==> src/rtl/uart_hram_bridge.sv <==
// UART command bridge to a simple memory port: frames of command + DATA_BYTES payload, MSB first.
// Optional inter-byte timeout on partial frames when BRIDGE_TIMEOUT_EN is defined.
module uart_hram_bridge #(
  parameter int              DATA_BYTES     = 4,
  parameter longint unsigned CONST_VALUE    = 259,
  parameter int unsigned     TIMEOUT_CYCLES = 1000000
) (
  input  logic                    clk,
  input  logic                    reset,
  input  logic                    rx_valid,
  input  logic [7:0]              rx_data,
  output logic                    tx_start,
  output logic [7:0]              tx_data,
  input  logic                    tx_ready,
  output logic [31:0]             mem_addr,
  output logic [8*DATA_BYTES-1:0] mem_wr_d,
  output logic                    mem_wr_req,
  output logic                    mem_rd_req,
  input  logic [8*DATA_BYTES-1:0] mem_rd_d,
  input  logic                    mem_rd_rdy,
  input  logic                    mem_busy
);

  localparam int W = 8 * DATA_BYTES;
  localparam logic [1:0] ST_RX      = 2'd0;
  localparam logic [1:0] ST_ISSUE   = 2'd1;
  localparam logic [1:0] ST_TX_SEND = 2'd2;
  localparam logic [1:0] ST_TX_WAIT = 2'd3;
  localparam logic [3:0]   FRAME_LAST = 4'(DATA_BYTES);
  localparam logic [3:0]   TX_LAST    = 4'(DATA_BYTES - 1);
  localparam logic [W-1:0] CONST_W    = W'(CONST_VALUE);

  logic [1:0]   state;
  logic [3:0]   rx_cnt;
  logic [3:0]   tx_cnt;
  logic         tx_low_seen;
  logic [7:0]   cmd;
  logic [W-1:0] payload;
  logic [W-1:0] frame_data;
  logic [W-1:0] resp;
  logic [W-1:0] rd_reg;
  logic [31:0]  counter;
  logic         overrun_flag;
  logic         timeout_flag;

  // Payload including the byte arriving this cycle; valid on the frame's final byte.
  assign frame_data = (payload << 8) | W'(rx_data);

  // Requests are combinational so they fire in the very cycle mem_busy drops.
  assign mem_wr_req = (state == ST_ISSUE) && !mem_busy && (cmd == 8'h03);
  assign mem_rd_req = (state == ST_ISSUE) && !mem_busy && (cmd == 8'h05);

`ifdef BRIDGE_TIMEOUT_EN
  logic [31:0] timer;
  logic        timeout_hit;

  assign timeout_hit = (state == ST_RX) && !rx_valid && (rx_cnt != 4'd0) &&
                       (timer == 32'(TIMEOUT_CYCLES - 1));

  always_ff @(posedge clk) begin
    if (reset || state != ST_RX || rx_valid || rx_cnt == 4'd0 || timeout_hit)
      timer <= 32'd0;
    else
      timer <= timer + 32'd1;
  end
`else
  assign timeout_flag = 1'b0;
`endif

  always_ff @(posedge clk) begin
    if (reset) begin
      state        <= ST_RX;
      rx_cnt       <= 4'd0;
      tx_cnt       <= 4'd0;
      tx_low_seen  <= 1'b0;
      counter      <= 32'd0;
      overrun_flag <= 1'b0;
      rd_reg       <= '0;
      mem_addr     <= 32'd0;
      mem_wr_d     <= '0;
      tx_data      <= 8'd0;
      tx_start     <= 1'b0;
`ifdef BRIDGE_TIMEOUT_EN
      timeout_flag <= 1'b0;
`endif
    end else begin
      tx_start <= 1'b0;
      if (mem_rd_rdy) rd_reg <= mem_rd_d;
      if (rx_valid && state != ST_RX) overrun_flag <= 1'b1;

      case (state)
        ST_RX: begin
          if (rx_valid) begin
            if (rx_cnt == 4'd0) begin
              cmd    <= rx_data;
              rx_cnt <= 4'd1;
            end else if (rx_cnt != FRAME_LAST) begin
              payload <= frame_data;
              rx_cnt  <= rx_cnt + 4'd1;
            end else begin
              rx_cnt <= 4'd0;
              tx_cnt <= 4'd0;
              state  <= ST_TX_SEND;
              case (cmd)
                8'h01: begin
                  mem_addr <= 32'(frame_data);
                  resp     <= frame_data;
                end
                8'h02: begin
                  mem_wr_d <= frame_data;
                  resp     <= frame_data;
                end
                8'h03, 8'h05: begin
                  resp  <= W'(cmd);
                  state <= ST_ISSUE;
                end
                8'h04: resp <= rd_reg;
                8'h06: begin
                  resp    <= W'(counter);
                  counter <= counter + 32'd1;
                end
                8'h07: resp <= CONST_W;
                8'h08: begin
                  resp         <= W'({timeout_flag, overrun_flag});
                  overrun_flag <= 1'b0;
`ifdef BRIDGE_TIMEOUT_EN
                  timeout_flag <= 1'b0;
`endif
                end
                default: resp <= W'(counter);
              endcase
            end
          end
`ifdef BRIDGE_TIMEOUT_EN
          else if (timeout_hit) begin
            rx_cnt       <= 4'd0;
            timeout_flag <= 1'b1;
          end
`endif
        end
        ST_ISSUE: begin
          if (!mem_busy) state <= ST_TX_SEND;
        end
        ST_TX_SEND: begin
          if (tx_ready) begin
            tx_start    <= 1'b1;
            tx_data     <= resp[W-1 -: 8];
            tx_low_seen <= 1'b0;
            state       <= ST_TX_WAIT;
          end
        end
        ST_TX_WAIT: begin
          // A byte is done only after the transmitter has gone busy and returned idle.
          if (!tx_ready) begin
            tx_low_seen <= 1'b1;
          end else if (tx_low_seen) begin
            resp <= resp << 8;
            if (tx_cnt == TX_LAST) begin
              state <= ST_RX;
            end else begin
              tx_cnt <= tx_cnt + 4'd1;
              state  <= ST_TX_SEND;
            end
          end
        end
        default: state <= ST_RX;
      endcase
    end
  end

endmodule

==> config.mk <==
export PLATFORM = sky130hd
export DESIGN_NAME = uart_hram_bridge
export DESIGN_NICKNAME = d
export VERILOG_FILES = /design/src/rtl/uart_hram_bridge.sv
export SDC_FILE = /design/constraint.sdc
export NUM_CORES = 1
export LEC_CHECK = 0
export BUFFER_PORTS_ARGS = -buffer_cell sky130_fd_sc_hd__buf_2
export CORE_UTILIZATION = 45
export DETAILED_ROUTE_END_ITERATION = 6
export HOLD_SLACK_MARGIN = 0.03
export PLACE_DENSITY = 0.74
export SYNTH_ARGS = -nofsm -noshare
export SYNTH_HDL_FRONTEND = slang
export SYNTH_SLANG_ARGS = --single-unit
==> constraint.sdc <==
create_clock -name clk -period 21.3 [get_ports clk]
set_clock_uncertainty 0.15 [all_clocks]
set_input_delay 4.26 -clock clk [delete_from_list [all_inputs] [get_ports clk]]
set_output_delay 4.26 -clock clk [all_outputs]
set_load 0.01 [all_outputs]
==> metrics.csv <==
metric,value,unit
status,completed,
dpl.cell_count,1343,
power_density,78.5,nW/um2
finalHoldViolations,0,
globalRouteOverflowTotal,0,
die-area,21700,um2
postCtsHoldBufs,0,
period_needed,9.25,ns
hpwlAfterDp,16.8,mm
ys_types,56,
synth_cells,1026,
crit_path_end_kind,output port,
cap_violations,0,
setup_viol,0,
area_growth,15.5,%
yosys_warnings,0,
fin_area,11000,um2
clock_sinks,213,
rsz0062_at_grt,false,
critPathKind,in -> out,
path_max_fanout,3,
vdd_drop_max,72.3,uV
clkTransAtPathRegs,0.06,ns
setup-tns-final,0,ns
io-pin-count,121,
post_cts_resized,0,
drive_gt1_frac,0.177,
layoutNonFillerInstCount,1384,
wl_per_cell,18.5,um
synthesis.area,9500,um2
ys.flop_type,dfxtp_1,
rows,52,
maxSlewHeadroom,0.201,
grt_antenna_before_repair,0,
drcViolationCount,0,
synth_edf_count,64,
yosysSeqAreaShare,0.516,
period_share,0.434,
core-area,20500,um2
initial_core_util,0.463,
dr_total_vias,8236,
syn_area_per_cell,9.26,um2
required,16.89,ns
grt_pass1_wl,40.7,mm
clk_path_buf_depth,3,
placed_cell_area,10200,um2
final_cell_mix,"dfxtp_1, buf_2, a21oi_1, o21ai_0, nand3_1",
clockRootBuffer,clkbuf_16,
leakagePower,3.99,nW
cts-buffers-inserted,23,
synth_seq_cells,213,
report.final.slew_viol_count,0,
cts_tree,yes,
ant_nets,0,
grt_max_degree,88,
clock_latency,0.50,ns
final_common_cell,dfxtp_1,
tightest_slew,1.20,ns
grt_pass1_vias,7691,
gp_congestion,0.870,
synthArstFlopShare,0,
syn-num-nets,1080,
grt.total_usage,0.231,
max_freq,0.108,GHz
crit_arrival,4.84,ns
diodes,0,
finalNetCount,1152,
die_w,147,um
die_y,147,um
drt_iter0_drc,774,
drt-total-wl,25.6,mm
htree_levels,1,
io_buffers,120,
cts_setup_buffers,0,
hold_class,reg -> reg,
vias_per_cell,5.95,
dr.pass1.iters,5,
critPathLaunchType,input port,
==> worst paths after layout <==
| kind | startpoint | end | slack (ns) | depth (start not counted) |
|---|---|---|---|---|
| min reg2reg | tx_data[2] | tx_data[2] | 0.30 | 2 |
| max reg2reg | state[0] | mem_addr[1] | 18.27 | 6 |
| max | mem_busy | mem_wr_req | 12.05 | 3 |
| min | tx_data[2] | tx_data[2] | 0.30 | 2 |
==> cell type report <==
class	instances	area (um2)
clock inverters	9	77.6
multi-input cells	663	4060
flip-flops and latches	213	4900
fillers	1831	9520
well taps	270	338
inverters	64	240
clock buffers	32	651
repair buffers	133	701
==> Yosys cell counts (all sizes together) (22+ instances only) <==
library cell | count | area (um2)
a21oi | 103 | 515
a22oi | 30 | 225
clkbuf | 74 | 278
dfxtp | 149 | 2980
edfxtp | 64 | 1920
inv | 64 | 240
mux2i | 33 | 330
nand2 | 59 | 221
nand3 | 81 | 405
nor2 | 54 | 203
o21ai | 99 | 495
o31ai | 22 | 165
o32ai | 30 | 263
or4 | 30 | 233
==> kinds of logic (layout without fill, tap and decap cells) <==
family	count (synthesis)	in the layout	share of synthesized area
flops	213	213	0.516
simple gates	305	305	0.170
mux	42	42	0.0454
compound gates	306	306	0.194
buf+inv	150	238	0.0618
fa+ha+maj	8	8	0.0105
xor+xnor	2	2	0.00184
==> critical path, stage by stage <==
cell     delay (ns)
buf_2          0.11
nor4b_1        0.28
buf_2          0.19
==> through the flow <==
stage	power (mW)	util	worst slack [ns]	hold WS, ns
floorplan	0.466	-	10.84	0.302
global placement	0.482	0.500	12.06	0.293
detailed placement	0.483	0.500	12.05	0.295
CTS	0.866	0.535	12.05	0.303
global route	0.887	0.535	12.02	0.314
finish	0.862	0.535	12.05	0.300
==> layer usage <==
layer / vias up / GRT usage / share of wire
met5: - / 0 / 0
met4: 0 / 0.0804 / 0.030
met3: 51 / 0.0301 / 0.081
met2: 401 / 0.355 / 0.44
met1: 3877 / 0.334 / 0.44
li1: 3907 / - / -
==> where the power goes <==
| group | total (mW) | leakage [nW] | internal [mW] | switching [mW] |
|---|---|---|---|---|
| combinational | 0.0445 | 1.81 | 0.0146 | 0.0299 |
| sequential | 0.430 | 1.82 | 0.425 | 0.00556 |
| clock | 0.387 | 0.365 | 0.226 | 0.160 |
| total | 0.862 | 3.99 | 0.666 | 0.196 |
Power figures use the tool's default switching activity.
